===== config.mk =====
export PLATFORM = sky130hd
export DESIGN_NAME = divisor_top
export DESIGN_NICKNAME = d
export VERILOG_FILES = /design/src/rtl/divisor_top.sv
export SDC_FILE = /design/constraint.sdc
export NUM_CORES = 1
export LEC_CHECK = 0
export CORE_MARGIN = 2
export CORE_UTILIZATION = 34
export DETAILED_ROUTE_END_ITERATION = 10
export PLACE_DENSITY = 0.55
export REMOVE_ABC_BUFFERS = 1
export SLEW_MARGIN = 20
export SYNTH_ARGS = -nofsm -noshare
export SYNTH_HDL_FRONTEND = slang
export SYNTH_SLANG_ARGS = --single-unit

===== constraint.sdc =====
create_clock -name CLK -period 4.47 [get_ports CLK]
set_input_delay 0.6705 -clock CLK [delete_from_list [all_inputs] [get_ports CLK]]
set_output_delay 0.6705 -clock CLK [all_outputs]
set_load 0.02 [all_outputs]

===== src/rtl/divisor_top.sv =====
// Sequential signed divider: restoring division on operand magnitudes,
// one quotient bit per clock, followed by a single sign-correction cycle.
module divisor_top #(
   parameter int tamanyo = 32
) (
   input  logic               CLK,
   input  logic               RSTn,
   input  logic               START,
   input  logic [tamanyo-1:0] NUMERADOR,
   input  logic [tamanyo-1:0] DENOMINADOR,
   output logic [tamanyo-1:0] COC,
   output logic [tamanyo-1:0] RES,
   output logic               DONE
);

   localparam int CW = $clog2(tamanyo + 1);

   typedef enum logic [1:0] {IDLE, CALC, FIX} state_t;

   state_t             state_reg, state_next;
   // dvd_reg shifts dividend bits out of the top while quotient bits enter at the bottom
   logic [tamanyo-1:0] dvd_reg, dvd_next;
   logic [tamanyo-1:0] dvs_reg, dvs_next;
   logic [tamanyo:0]   rem_reg, rem_next;
   logic [CW-1:0]      cnt_reg, cnt_next;
   logic               neg_q_reg, neg_q_next;
   logic               neg_r_reg, neg_r_next;
   logic               dz_reg, dz_next;
   logic [tamanyo-1:0] coc_reg, coc_next;
   logic [tamanyo-1:0] res_reg, res_next;
   logic               done_reg, done_next;

   logic [tamanyo+1:0] shifted;
   logic [tamanyo:0]   diff;
   logic               q_bit;

   always_ff @(posedge CLK or negedge RSTn) begin
      if (!RSTn) begin
         state_reg <= IDLE;
         dvd_reg   <= '0;
         dvs_reg   <= '0;
         rem_reg   <= '0;
         cnt_reg   <= '0;
         neg_q_reg <= 1'b0;
         neg_r_reg <= 1'b0;
         dz_reg    <= 1'b0;
         coc_reg   <= '0;
         res_reg   <= '0;
         done_reg  <= 1'b0;
      end else begin
         state_reg <= state_next;
         dvd_reg   <= dvd_next;
         dvs_reg   <= dvs_next;
         rem_reg   <= rem_next;
         cnt_reg   <= cnt_next;
         neg_q_reg <= neg_q_next;
         neg_r_reg <= neg_r_next;
         dz_reg    <= dz_next;
         coc_reg   <= coc_next;
         res_reg   <= res_next;
         done_reg  <= done_next;
      end
   end

   always_comb begin
      state_next = state_reg;
      dvd_next   = dvd_reg;
      dvs_next   = dvs_reg;
      rem_next   = rem_reg;
      cnt_next   = cnt_reg;
      neg_q_next = neg_q_reg;
      neg_r_next = neg_r_reg;
      dz_next    = dz_reg;
      coc_next   = coc_reg;
      res_next   = res_reg;
      done_next  = 1'b0;

      shifted = {rem_reg, dvd_reg[tamanyo-1]};
      q_bit   = (shifted >= {2'b00, dvs_reg});
      diff    = shifted[tamanyo:0] - {1'b0, dvs_reg};

      case (state_reg)
         IDLE: begin
            if (START) begin
               neg_r_next = NUMERADOR[tamanyo-1];
               neg_q_next = NUMERADOR[tamanyo-1] ^ DENOMINADOR[tamanyo-1];
               dz_next    = (DENOMINADOR == '0);
               dvd_next   = NUMERADOR[tamanyo-1] ? -NUMERADOR : NUMERADOR;
               dvs_next   = DENOMINADOR[tamanyo-1] ? -DENOMINADOR : DENOMINADOR;
               rem_next   = '0;
               cnt_next   = '0;
               state_next = CALC;
            end
         end
         CALC: begin
            rem_next = q_bit ? diff : shifted[tamanyo:0];
            dvd_next = {dvd_reg[tamanyo-2:0], q_bit};
            cnt_next = cnt_reg + CW'(1);
            if (cnt_reg == CW'(tamanyo - 1)) begin
               state_next = FIX;
            end
         end
         FIX: begin
            // a zero divisor leaves an all-ones magnitude; keep it unsigned regardless of signs
            if (dz_reg) begin
               coc_next = '1;
            end else begin
               coc_next = neg_q_reg ? -dvd_reg : dvd_reg;
            end
            res_next   = neg_r_reg ? -rem_reg[tamanyo-1:0] : rem_reg[tamanyo-1:0];
            done_next  = 1'b1;
            state_next = IDLE;
         end
         default: begin
            state_next = IDLE;
         end
      endcase
   end

   assign COC  = coc_reg;
   assign RES  = res_reg;
   assign DONE = done_reg;

endmodule


# Word level (Yosys, flattened, before mapping)
# Cells that the tools add are included.
# totals
regBits,173
inputBits,67
out_inout_bits,65
wordCells,46
# op_classes
n_addsub,6
n_lt_le_gt_ge,1
n_eq_ne,5
muxes,16
bitwise_logic,1
n_reduce_logical,6
# op_table
op,count
$mux 32,6
$neg 32->32,4
$mux 33,2
$pmux 33 s2,1
$pmux 32 s2,1
$ge 34x32->1,1
$sub 33x32->33,1
$logic_not 32->1,1
$pmux 6 s2,1
$add 6x1->6 const B,1
$eq 6x5->1 const B,1
$mux 6,1
$reduce_and 2->1,3
$mux 2,2
$ne 2x2->1 const B,2
$pmux 2 s2,1
$eq 2x1->1 const B,1
$eq 2x2->1 const B,1
$logic_not 2->1,1
$reduce_bool 2->1,1
$mux 1,1
$xor 1x1->1,1

# Depth between registers and ports, before layout
# Gate-level depths: netlist (run 1).
# depth
word_depth,4
mapped_depth,15
mapped_depth_nobuf,13

# Worst setup path before layout (run 1)
# OpenSTA, ideal clock, no wires.
# synth_path
path_kind,register -> register
from,register dvd_reg[31]
to,register rem_reg[1]
setup_ns,0.135
arrival_time_ns,3.083
t_required_ns,4.335
setup_slack_ns,1.252
path_stages_with_launch,15
path_buffers,2
synth_period_minus_slack_ns,3.218
path_cell_list,dfrtp_1 inv_1 ha_1 inv_1 fa_1 a211oi_1 o21bai_1 a21oi_1 o311ai_1 a21oi_1 o211a_1 clkbuf_1 buf_2 mux2i_1 o21ai_0
# synth_between
elab_chain_len,3
word_cells_on_any_way,4
classes_between,add/sub: 1; order compare: 1; mux: 2
# synth_lines
element,line,source
from (decl),22,"logic [tamanyo-1:0] dvd_reg, dvd_next;"
from (signal assigned),52,dvd_reg <= dvd_next;
$sub 33x32->33 or $ge 34x32->1 (tied branches),"80, 79",
$mux 33 (*),96,rem_next = q_bit ? diff : shifted[tamanyo:0];
$pmux 33 s2 (*),82,case (state_reg)
to (signal assigned),54,rem_reg <= rem_next;
to (decl),24,"logic [tamanyo:0] rem_reg, rem_next;"
# Mark *: on every way between the ends. The rest lies on a longest branch, timed or not.
# A chain may end at the register's enable or synchronous reset.

# Worst setup path after layout (run 1)
# layout_path
from,register dvd_reg[31]
to,register rem_reg[30]
# The elaborated chain is that of the path after synthesis.

==> reports/qor.yml, run 1 <==
route:
  antenna_left: 0
  drtPass1Iterations: 4
  postRouteWirelength_mm: 29.8
  route.detailed.wl_per_inst_microns: 16.5
  drt-met1-wl_mm: 14.1
  detail_route.drc_violations: 0
  met2RoutedLength_mm: 14.5
  via_per_inst: 5.25
  top_signal_layer_used: "met4"
  vias: 9473
  detail_route.iter0.violations: 490
  met3WireLength_microns: 915
clock_tree:
  cts-root-to-sink-buffers: 2
  clk_latency_ps: 450
  cts_hold_repair.buffers: 0
  clk_root_buffer_cell: "sky130_fd_sc_hd__clkbuf_16"
  postCtsSetupRepairBufs: 0
  clock_sinks: 173
  post_cts.resized_instances: 0
  tritoncts: "built"
  clkTransAtPathRegs_ps: 70
  cts_made_buffers: 17
  max_h_tree_level: 4
floorplanning:
  dieArea_sq_mm: 0.0338
  dieWidth_microns: 184
  floorplan.rows: 65
  floorplan.die.height_microns: 184
  initial_utilization_pct: 34.7
  floorplan.core_area_sq_mm: 0.0317
  pin_count: 132
cells_and_area:
  multi_input_comb_area_sq_mm: 0.00624
  seqCellArea_sq_mm: 0.00433
  drive_gt1_share_pct: 5.00
  fillCellCount: 3202
  finalNetCount: 1491
  layout_overhead_on_the_synthesized_area_pct: 20.6
  largest_register_ffs: 33
yosys:
  synth-main-ff-cell: "sky130_fd_sc_hd__dfrtp_1"
  synth_top_area_share_pct: 39.3
  number_of_cells_produced_by_synthesis: 1293
  async_flop_share_pct: 100
  synth_cell_types: 59
  synth_area_per_cell_sq_um: 8.51
  synth_warnings: 0
  synth.yosys.seq_area_share_pct: 39.3
  count_of_flip_flops_with_a_built_in_enable_after_synthesis: 0
  syn-cell-area_sq_mm: 0.0110
  synthTopCellsByArea: "sky130_fd_sc_hd__dfrtp_1 (39%), sky130_fd_sc_hd__o21ai_0 (8.9%), sky130_fd_sc_hd__xor2_1 (8.7%), sky130_fd_sc_hd__nand2_1 (6.0%), sky130_fd_sc_hd__ha_1 (4.2%)"
  synth_area_leader_cell: "sky130_fd_sc_hd__dfrtp_1"
  synth.ff_latch_count: 173
critical_path:
  crit_arrival_ps: 3990
  critical_path_required_ps: 4820
  timing_worst_setup_path_type: "flip-flop to flip-flop"
  type_of_element_capturing_the_critical_path: "flip-flop"
  critPathMaxFanout: 27
  critical_path.startpoint_type: "flip-flop"
  cpMaxStageDelayCell: "sky130_fd_sc_hd__dfrtp_1"
  worstPathCellList: "inv_1 -> ha_1 -> inv_1 -> fa_1 -> a211oi_1 -> o21bai_1 -> a21oi_1 -> o311ai_1 -> a21oi_1 -> o211a_1 -> buf_12 -> and2_1 -> a22oi_1 -> o21ai_0"
  critical_path_buffer_and_inverter_count: 3
  critical-path-top-delay-family: "compound AO/OA/AOI/OAI gates"
  timing.critical_path.slowest_cell_delay_ps: 420
placement:
  gp_congestion: 0.883
  port_buffers: 131
  hpwl_mm: 21.8
sta:
  timing.final.crit_share_pct: 81.5
  fin_setup_tns_ps: 0
  maxClockFrequency_mhz: 275
  maxSlewHeadroom_pct: 29.0
  rsz0062_at_grt: "false"
  min_period_ps: 3640
  setup_viol: 0
  hold_violations: 0
  worst_pin_slew_ps: 1060
  timing.clock.skew_ps: 16.8
  maxSlewViolCount: 0
worst_hold_path:
  holdCritPathClass: "input port to async pin"
flow_run:
  max-cap-violations: 0
power_and_ir_drop:
  power.static_leakage_nw: 5.37
  power.ir.vdd_worst_mv: 0.321
  post-layout-total-power_mw: 8.23
  power_density_mw_per_mm2: 621
global_route:
  globalRouteOverflowTotal: 0
  maximum_number_of_pins_on_one_net_before_global_route_repair: 105
  grt_first_pass_wirelength_mm: 48.9
  globalRouteTotalUtil_pct: 18.2
  first_global_vias: 9310
  antenna_found_initial: 2
run_status:
  outcome: "complete, no violations"
-- per-stage QoR --
step | cells | util [%] | setup slack, ps | hold WS [ps] | area, sq um
5_1_grt | 1803 | 41.8 | 464 | 421 | 13300
2_1_floorplan | 1222 | - | 750 | 375 | 10700
3_3_place_gp | 1769 | 40.1 | 743 | 453 | 12700
3_5_place_dp | 1769 | 40.1 | 716 | 465 | 12700
4_1_cts | 1801 | 41.8 | 832 | 389 | 13300
6_report | 1803 | 41.8 | 828 | 315 | 13300
-- power by group --
group	leakage [nW]	internal, mW	total, mW	switching, mW
Combinational	3.08	1.80	4.10	2.30
Sequential	2.03	2.02	2.68	0.665
Clock	0.266	0.761	1.45	0.687
Total	5.37	4.58	8.23	3.65
-- synthesized netlist by cell type (13+ instances only) --
master,count
sky130_fd_sc_hd__inv_1,51
sky130_fd_sc_hd__dfrtp_1,173
sky130_fd_sc_hd__xor2_1,109
sky130_fd_sc_hd__nand2_1,175
sky130_fd_sc_hd__xnor2_1,39
sky130_fd_sc_hd__o41ai_1,13
sky130_fd_sc_hd__nand2b_1,15
sky130_fd_sc_hd__nor2_1,87
sky130_fd_sc_hd__o31ai_1,34
sky130_fd_sc_hd__ha_1,37
sky130_fd_sc_hd__a21oi_1,77
sky130_fd_sc_hd__a22oi_1,35
sky130_fd_sc_hd__or4_1,14
sky130_fd_sc_hd__nor3_1,17
sky130_fd_sc_hd__or3_1,14
sky130_fd_sc_hd__o21ai_0,195
sky130_fd_sc_hd__clkbuf_1,63
-- kinds of logic (layout without fill, tap and decap cells) --
kind of cell / Yosys count / count (layout) / synth area share (%)
xor+xnor: 148 / 148 / 11.8
fa+ha+maj: 38 / 38 / 4.39
buf+inv: 122 / 228 / 4.17
mux: 11 / 11 / 1.00
compound gates: 413 / 413 / 22.7
flops: 173 / 173 / 39.3
simple gates: 388 / 388 / 16.6
other cells: 0 / 2 / 0
-- worst register-to-register path: stages, from the launching register on --
cell and delay (ps):
sky130_fd_sc_hd__dfrtp_1 420, sky130_fd_sc_hd__inv_1 70, sky130_fd_sc_hd__ha_1 160, sky130_fd_sc_hd__inv_1 50
sky130_fd_sc_hd__fa_1 420, sky130_fd_sc_hd__a211oi_1 350, sky130_fd_sc_hd__o21bai_1 140, sky130_fd_sc_hd__a21oi_1 360
sky130_fd_sc_hd__o311ai_1 220, sky130_fd_sc_hd__a21oi_1 330, sky130_fd_sc_hd__o211a_1 380, sky130_fd_sc_hd__buf_12 220
sky130_fd_sc_hd__and2_1 240, sky130_fd_sc_hd__a22oi_1 90, sky130_fd_sc_hd__o21ai_0 90
-- cells in the final DEF (no fill, tap or decap), drive strengths merged, types with 4 or more instances in the layout --
| cell type | count |
|---|---|
| o21ai | 196 |
| nand2 | 175 |
| dfrtp | 173 |
| clkdlybuf4s50 | 130 |
| xor2 | 109 |
| nor2 | 87 |
| a21oi | 77 |
| inv | 53 |
| xnor2 | 39 |
| ha | 37 |
| a22oi | 35 |
| o31ai | 35 |
| clkbuf | 21 |
| nor3 | 17 |
| or4 | 17 |
| nand2b | 16 |
| o41ai | 16 |
| or3 | 15 |
| buf | 15 |
| nor4 | 12 |
| nand3 | 11 |
| mux2i | 11 |
| nand4 | 9 |
| nor2b | 8 |
| o21bai | 7 |
| a211oi | 7 |
| a21o | 7 |
| and2 | 6 |
| clkinv | 6 |
| o211ai | 5 |
| a32oi | 5 |
| and3 | 4 |
-- per-layer routing --
metal | vias to the layer above | track usage [%]
li1 | 4768 | -
met1 | 4526 | 23.9
met2 | 161 | 30.8
met3 | 18 | 3.03
met4 | 0 | 5.02
met5 | - | 0
-- path summary, 6_finish.rpt --
check,start,endpoint,slack (ps),cells past startpoint
min in group CLK,RES[14],RES[14],470,2
worst max-delay path,dvd_reg[31],rem_reg[30],830,14
max in group asynchronous,RSTn,RES[29],3250,2
worst min-delay path,RSTn,RES[1],310,1
worst max register to register,dvd_reg[31],rem_reg[30],830,14
worst min register to register,RES[14],RES[14],470,2
-- final cells by class --
cell class | count | share of cell area (%)
diodes | 2 | 0.0377
clock buffers | 21 | 3.55
clock inverters | 11 | 0.641
inverters | 51 | 1.44
multi-input cells | 998 | 47.0
flip-flops and latches | 173 | 32.6
well taps | 402 | 3.79
repair buffers | 145 | 10.9
Note: power is estimated with default switching activity, not from simulation.
==> inputs of run 2 (changes only) <==
==> constraint.sdc (replaced) <==
create_clock -name CLK -period 3.7 [get_ports CLK]
set_input_delay 0.555 -clock CLK [delete_from_list [all_inputs] [get_ports CLK]]
set_output_delay 0.555 -clock CLK [all_outputs]
set_load 0.02 [all_outputs]
==> run 2 against run 1 <==
Final area increased by 1.3%. Fmax increased by 7.1%. Critical path type unchanged. Routed wire length about the same. Clock power increased by 40%. Sequential power increased by 21%. Critical endpoint is now rem_reg[3]. Largest cell class unchanged.
==> reports/qor.yml, run 2 (same netlist as run 1, synthesis figures left out) <==
run_status:
  outcome: "complete, no violations"  # unchanged
route:
  route.detailed.wl_per_inst_microns: 16.5  # about the same
  via_per_inst: 5.16  # was 5.25
  vias: 9340  # was 9473
  postRouteWirelength_mm: 29.8  # about the same
  detail_route.drc_violations: 0  # unchanged
  drtPass1Iterations: 5  # was 4
  antenna_left: 0  # unchanged
  detail_route.iter0.violations: 492  # was 490
global_route:
  first_global_vias: 9004  # was 9310
  antenna_found_initial: 0  # was 2
  globalRouteOverflowTotal: 0  # unchanged
  globalRouteTotalUtil_pct: 18.1  # was 18.2%
  grt_first_pass_wirelength_mm: 48.2  # was 48.9 mm
  maximum_number_of_pins_on_one_net_before_global_route_repair: 78  # was 105
critical_path:
  rrSetupSlack_ps: 300  # was 830 ps
  type_of_element_capturing_the_critical_path: "flip-flop"  # unchanged
  worst_r2r_path_depth: 13  # was 14
  timing.rr.end: "rem_reg[3]"  # was rem_reg[30]
  timing.critical_path.to: "rem_reg[3]"  # was rem_reg[30]
  crit_arrival_ps: 3710  # was 3990 ps
  worstSetupStartpoint: "dvd_reg[31]"  # unchanged
  timing_worst_setup_path_type: "flip-flop to flip-flop"  # unchanged
  critical_path.startpoint_type: "flip-flop"  # unchanged
  critPathMaxFanout: 44  # was 27
  rr_startpoint: "dvd_reg[31]"  # unchanged
  critical_path_required_ps: 4010  # was 4820 ps
sta:
  maxSlewHeadroom_pct: 25.6  # was 29.0%
  hold_violations: 0  # unchanged
  timing.final.crit_share_pct: 91.9  # was 81.5%
  setup_viol: 0  # unchanged
  maxSlewViolCount: 0  # unchanged
  worst_pin_slew_ps: 1120  # was 1060 ps
  timing.clock.skew_ps: 15.6  # was 16.8 ps
  smallest_setup_slack_after_layout_ps: 300  # was 828 ps
  fin_setup_tns_ps: 0  # unchanged
  maxClockFrequency_mhz: 294  # was 275 MHz
  rsz0062_at_grt: "false"  # unchanged
  min_period_ps: 3400  # was 3640 ps
cells_and_area:
  fillCellCount: 3216  # was 3202
  num_antenna_cells: 0  # was 2
  largest_register_ffs: 33  # unchanged
  most-common-layout-cells: "sky130_fd_sc_hd__o21ai_0 (195), sky130_fd_sc_hd__nand2_1 (174), sky130_fd_sc_hd__dfrtp_1 (172)"  # unchanged
  finalNetCount: 1499  # was 1491
  multi_input_comb_area_sq_mm: 0.00624  # unchanged
  mostFrequentLayoutCell: "sky130_fd_sc_hd__o21ai_0"  # unchanged
  drive_gt1_share_pct: 5.54  # was 5.00%
  seqCellArea_sq_mm: 0.00433  # unchanged
  final_cells: 1809  # was 1803
  layout_overhead_on_the_synthesized_area_pct: 22.2  # was 20.6%
clock_tree:
  cts_made_buffers: 17  # unchanged
  post_cts.resized_instances: 0  # unchanged
  cts_hold_repair.buffers: 0  # unchanged
  tritoncts: "built"  # unchanged
  clk_root_buffer_cell: "sky130_fd_sc_hd__clkbuf_16"  # unchanged
  postCtsSetupRepairBufs: 0  # unchanged
  clk_latency_ps: 450  # about the same
  max_h_tree_level: 4  # unchanged
  clkTransAtPathRegs_ps: 70  # about the same
  clock_sinks: 173  # unchanged
  cts-root-to-sink-buffers: 2  # unchanged
floorplanning:
  floorplan.rows: 65  # unchanged
  pin_count: 132  # unchanged
  floorplan.core_area_sq_mm: 0.0317  # unchanged
  dieWidth_microns: 184  # unchanged
  dieArea_sq_mm: 0.0338  # unchanged
  initial_utilization_pct: 34.7  # unchanged
  floorplan.die.height_microns: 184  # unchanged
power_and_ir_drop:
  power.ir.vdd_worst_mv: 0.409  # was 0.321 mV
  power.static_leakage_nw: 5.48  # was 5.37 nW
  power_density_mw_per_mm2: 761  # was 621 mW/mm^2
  post-layout-total-power_mw: 10.2  # was 8.23 mW
worst_hold_path:
  holdCritPathClass: "input port to async pin"  # unchanged
placement:
  gp_congestion: 0.861  # was 0.883
  port_buffers: 131  # unchanged
  place.detailed.instances: 1777  # was 1769
  hpwl_mm: 21.9  # was 21.8 mm
  pre_cts_slack_ps: 96.3  # was 716 ps
flow_run:
  max-cap-violations: 0  # unchanged
run 2: area by class of cell:
cell class | count | area share (%)
clock buffer | 19 | 3.37
multi-input combinational | 998 | 46.4
tap | 402 | 3.74
inverter | 51 | 1.42
timing repair buffer | 153 | 11.4
sequential | 173 | 32.2
clock inverter | 13 | 1.50
run 2: where the power goes:
group          internal, mW  switching, mW  total (mW)
sequential             2.44          0.799        3.23
clock                  1.19          0.842        2.03
combinational          2.22           2.75        4.97
run 2: layer usage:
layer / vias up / GRT usage, % / wire length [microns]
li1: 4783 / - / -
met1: 4361 / 24.3 / 14000
met2: 181 / 30.3 / 14400
met3: 15 / 3.01 / 1110
met4: 0 / 4.42 / 290
met5: - / 0 / 0
run 2: worst max-delay path, stage by stage, from the launching register on:
cell	delay (ps)
sky130_fd_sc_hd__dfrtp_1	420
sky130_fd_sc_hd__inv_1	70
sky130_fd_sc_hd__ha_1	160
sky130_fd_sc_hd__inv_1	50
sky130_fd_sc_hd__fa_1	420
sky130_fd_sc_hd__a211oi_1	350
sky130_fd_sc_hd__o21bai_1	130
sky130_fd_sc_hd__a21oi_1	350
sky130_fd_sc_hd__o311ai_1	160
sky130_fd_sc_hd__a21oi_1	270
sky130_fd_sc_hd__o211a_1	280
sky130_fd_sc_hd__buf_12	260
sky130_fd_sc_hd__mux2i_1	220
sky130_fd_sc_hd__o21ai_0	110
run 2: how the worst min path moves through the flow:
| stage | start | endpoint | slack [ps] | depth (start not counted) |
|---|---|---|---|---|
| 2_1_floorplan | RSTn | COC[0] | 260 | 0 |
| 3_3_place_gp | rem_reg[32] | rem_reg[32] | 460 | 2 |
| 3_5_place_dp | COC[26] | COC[26] | 460 | 2 |
| 4_1_cts | RSTn | RES[2] | 170 | 1 |
| 5_1_grt | RSTn | RES[2] | 170 | 1 |
| 6_report | RSTn | RES[2] | 120 | 1 |
run 2: through the flow:
step | hold slack (ps) | area (sq um) | utilization [%]
floorplan | 259 | 10700 | -
global placement | 456 | 12800 | 40.3
detailed placement | 461 | 12800 | 40.3
CTS | 170 | 13400 | 42.4
global route | 173 | 13400 | 42.4
finish | 122 | 13400 | 42.4
==> inputs of run 3 (changes only) <==
--- a/config.mk
+++ b/config.mk
@@ -5,10 +5,12 @@
 export SDC_FILE = /design/constraint.sdc
 export NUM_CORES = 1
 export LEC_CHECK = 0
+export ABC_AREA = 1
+export CAP_MARGIN = 20
 export CORE_MARGIN = 2
 export CORE_UTILIZATION = 34
 export DETAILED_ROUTE_END_ITERATION = 10
-export PLACE_DENSITY = 0.55
+export PLACE_DENSITY = 0.54
 export REMOVE_ABC_BUFFERS = 1
 export SLEW_MARGIN = 20
 export SYNTH_ARGS = -nofsm -noshare
==> run 3 against run 2 <==
Power rose by 48%. Worst hold slack improved by 49 ps. Largest cell class unchanged. Die area rose by 23%. Largest power group unchanged. Setup slack improved by 600 ps. Fmax rose by 21%.
==> reports/qor.yml, run 3 <==
run_status:
  outcome: "complete, no violations"  # unchanged
critical_path:
  worst_r2r_path_depth: 11  # was 13
  timing.rr.end: "dvd_reg[0]"  # was rem_reg[3]
  crit_top_cell: "sky130_fd_sc_hd__nand2_1"
  worstPathCellList: "ha_1 -> nand2_1 -> nor2_1 -> nand2_1 -> nor2_1 -> nand2_1 -> o211ai_2 -> nor2_8 -> nand2_8 -> nand2_1 -> o211ai_1"  # was inv_1 -> ha_1 -> inv_1 -> fa_1 -> a211oi_1 -> o21bai_1 -> a21oi_1 -> o311ai_1 -> a21oi_1 -> o211a_1 -> buf_12 -> mux2i_1 -> o21ai_0
  timing_worst_setup_path_type: "flip-flop to flip-flop"  # unchanged
  rrSetupSlack_ps: 900  # was 300 ps
  critical_path.startpoint_type: "flip-flop"  # unchanged
  timing.critical_path.depth: 11  # was 13
  critical_path_required_ps: 4020  # was 4010 ps
  critical-path-top-delay-family: "simple AND/OR/NAND/NOR gates"  # was compound AO/OA/AOI/OAI gates
  critical_path_buffer_and_inverter_count: 0  # was 3
  rr_startpoint: "rem_reg[5]"  # was dvd_reg[31]
  cpMaxStageDelayCell: "sky130_fd_sc_hd__nor2_8"  # was sky130_fd_sc_hd__dfrtp_1
  type_of_element_capturing_the_critical_path: "flip-flop"  # unchanged
  timing.critical_path.slowest_cell_delay_ps: 520  # was 420 ps
  crit_arrival_ps: 3120  # was 3710 ps
  critPathMaxFanout: 33  # was 44
floorplanning:
  floorplan.rows: 73  # was 65
  dieArea_sq_mm: 0.0416  # was 0.0338 sq mm
  pin_count: 132  # unchanged
  initial_utilization_pct: 34.3  # was 34.7%
  floorplan.die.height_microns: 204  # was 184 microns
  dieWidth_microns: 204  # was 184 microns
  floorplan.core_area_sq_mm: 0.0396  # was 0.0317 sq mm
cells_and_area:
  most-common-layout-cells: "sky130_fd_sc_hd__nand2_1 (606), sky130_fd_sc_hd__inv_1 (290), sky130_fd_sc_hd__nor2_1 (215)"  # was sky130_fd_sc_hd__o21ai_0 (195), sky130_fd_sc_hd__nand2_1 (174), sky130_fd_sc_hd__dfrtp_1 (172)
  num_antenna_cells: 0  # unchanged
  multi_input_comb_area_sq_mm: 0.00783  # was 0.00624 sq mm
  seqCellArea_sq_mm: 0.00433  # about the same
  largest_register_ffs: 33  # unchanged
  finalNetCount: 2270  # was 1499
  finalCoreUtilization_pct: 40.3  # was 42.4%
  layout_overhead_on_the_synthesized_area_pct: 17.5  # was 22.2%
  mostFrequentLayoutCell: "sky130_fd_sc_hd__nand2_1"  # was sky130_fd_sc_hd__o21ai_0
  drive_gt1_share_pct: 7.25  # was 5.54%
  fillCellCount: 4311  # was 3216
yosys:
  synth_top_family_by_area: "simple AND/OR/NAND/NOR gates"  # was compound AO/OA/AOI/OAI gates
  synth_area_per_cell_sq_um: 6.60  # was 8.51 sq um
  muxShareOfSynthArea_pct: 0  # was 1.00%
  async_flop_share_pct: 100  # unchanged
  synth-main-ff-cell: "sky130_fd_sc_hd__dfrtp_1"  # unchanged
  synth_warnings: 0  # unchanged
  adder_cell_area_share_of_the_yosys_netlist_pct: 3.55  # was 4.39%
  synth_cell_types: 52  # was 59
  netlist_top_cells_count: "sky130_fd_sc_hd__nand2_1 (606), sky130_fd_sc_hd__inv_1 (291), sky130_fd_sc_hd__nor2_1 (216), sky130_fd_sc_hd__dfrtp_1 (173), sky130_fd_sc_hd__nand3_1 (160)"  # was sky130_fd_sc_hd__o21ai_0 (195), sky130_fd_sc_hd__nand2_1 (175), sky130_fd_sc_hd__dfrtp_1 (173), sky130_fd_sc_hd__xor2_1 (109), sky130_fd_sc_hd__nor2_1 (87)
  complex_gate_fraction_of_the_synthesized_area_pct: 10.6  # was 22.7%
  synthMostInstantiatedCell: "sky130_fd_sc_hd__nand2_1"  # was sky130_fd_sc_hd__o21ai_0
  synth.yosys.seq_area_share_pct: 31.8  # was 39.3%
  synth-simple-area-share_pct: 38.6  # was 16.6%
  synth_top_area_share_pct: 31.8  # was 39.3%
  number_of_cells_produced_by_synthesis: 2062  # was 1293
  synth_area_leader_cell: "sky130_fd_sc_hd__dfrtp_1"  # unchanged
  post_synth_xor_area_fraction_pct: 4.76  # was 11.8%
  synthTopCellsByArea: "sky130_fd_sc_hd__dfrtp_1 (32%), sky130_fd_sc_hd__nand2_1 (17%), sky130_fd_sc_hd__inv_1 (8.0%), sky130_fd_sc_hd__nor2_1 (6.0%), sky130_fd_sc_hd__nand3_1 (5.9%)"  # was sky130_fd_sc_hd__dfrtp_1 (39%), sky130_fd_sc_hd__o21ai_0 (8.9%), sky130_fd_sc_hd__xor2_1 (8.7%), sky130_fd_sc_hd__nand2_1 (6.0%), sky130_fd_sc_hd__ha_1 (4.2%)
  count_of_flip_flops_with_a_built_in_enable_after_synthesis: 0  # unchanged
  syn-cell-area_sq_mm: 0.0136  # was 0.0110 sq mm
  synth.ff_latch_count: 173  # unchanged
route:
  via_per_inst: 4.92  # was 5.16
  vias: 13294  # was 9340
  antenna_left: 0  # unchanged
  drtPass1Iterations: 5  # unchanged
  route.detailed.wl_per_inst_microns: 16.0  # was 16.5 microns
  detail_route.iter0.violations: 989  # was 492
  detail_route.drc_violations: 0  # unchanged
  postRouteWirelength_mm: 43.4  # was 29.8 mm
power_and_ir_drop:
  power_switching_share_pct: 52.5  # was 42.9%
  seq_power_share_pct: 24.5  # was 31.6%
  power.net_switching_mw: 7.96  # was 4.39 mW
  intPower_mw: 7.20  # was 5.84 mW
  comb_power_share_pct: 63.4  # was 48.6%
  power_density_mw_per_mm2: 949  # was 761 mW/mm^2
  power.ir.vdd_worst_mv: 0.354  # was 0.409 mV
  power.static_leakage_nw: 7.68  # was 5.48 nW
  power_frac_clock_pct: 12.1  # was 19.8%
  post-layout-total-power_mw: 15.2  # was 10.2 mW
placement:
  hpwl_mm: 34.5  # was 21.9 mm
  gp_congestion: 0.932  # was 0.861
  port_buffers: 131  # unchanged
global_route:
  maximum_number_of_pins_on_one_net_before_global_route_repair: 94  # was 78
  globalRouteOverflowTotal: 0  # unchanged
  first_global_vias: 12525  # was 9004
  grt_first_pass_wirelength_mm: 69.2  # was 48.2 mm
  antenna_found_initial: 0  # unchanged
  globalRouteTotalUtil_pct: 21.4  # was 18.1%
clock_tree:
  clk_root_buffer_cell: "sky130_fd_sc_hd__clkbuf_16"  # unchanged
  cts-root-to-sink-buffers: 2  # unchanged
  max_h_tree_level: 4  # unchanged
  cts_made_buffers: 17  # unchanged
  tritoncts: "built"  # unchanged
  postCtsSetupRepairBufs: 0  # unchanged
  clock_sinks: 173  # unchanged
  post_cts.resized_instances: 0  # unchanged
  clk_latency_ps: 470  # was 450 ps
  clkTransAtPathRegs_ps: 70  # about the same
  cts_hold_repair.buffers: 0  # unchanged
sta:
  maxClockFrequency_mhz: 357  # was 294 MHz
  timing.clock.skew_ps: 18.2  # was 15.6 ps
  setup_viol: 0  # unchanged
  rsz0062_at_grt: "false"  # unchanged
  maxSlewViolCount: 0  # unchanged
  timing.final.crit_share_pct: 75.7  # was 91.9%
  min_period_ps: 2800  # was 3400 ps
  maxSlewHeadroom_pct: 43.5  # was 25.6%
  worst_pin_slew_ps: 846  # was 1120 ps
  hold_violations: 0  # unchanged
worst_hold_path:
  holdCritPathClass: "input port to async pin"  # unchanged
flow_run:
  max-cap-violations: 0  # unchanged
[run 3: per-stage QoR]
stage	TNS [ps]	hold slack, ps	cell area [sq um]	worst slack [ps]	cells
final	0	172	16000	900	2703
after global routing	0	231	16000	695	2703
after CTS	0	196	16000	911	2703
after detailed placement	0	466	15400	919	2671
after global placement	0	463	15400	982	2671
after floorplan	-58380	259	13300	-1040	2000
[run 3: power groups by stage]
| stage | Sequential (mW) | Combinational, mW | Clock (mW) |
|---|---|---|---|
| floorplan | 3.65 | 6.67 | 0 |
| global placement | 3.69 | 9.50 | 0 |
| detailed placement | 3.71 | 9.59 | 0 |
| CTS | 3.68 | 9.62 | 1.89 |
| global route | 3.82 | 10.9 | 1.96 |
| finish | 3.71 | 9.61 | 1.84 |
[run 3: logic make-up after synthesis]
family          count (synthesis)
fa+ha+maj                      38
flops                         173
simple gates                 1166
xor+xnor                       74
buf+inv                       362
compound gates                249
[run 3: metal layers]
metal	global-route usage, %	wire length, microns
met1	32.1	22400
met5	0	0
met2	31.4	18300
met4	7.40	1160
met3	2.58	1570
[run 3: layout make-up]
type	count	area share [%]
clock inverters	14	0.963
multi-input cells	1527	49.0
flip-flops and latches	173	27.1
inverters	300	7.04
well taps	525	4.11
clock buffers	18	2.75
repair buffers	146	9.09
[run 3: how the worst max path moves through the flow]
stage                           start  slack [ps]     endpoint
final                      rem_reg[5]         900   dvd_reg[0]
after global routing      dvd_reg[31]         690  rem_reg[26]
after CTS                 dvd_reg[31]         910   dvd_reg[0]
after detailed placement  dvd_reg[31]         920   dvd_reg[0]
after global placement    dvd_reg[31]         980   dvd_reg[0]
after floorplan                 START       -1040   dvd_reg[1]
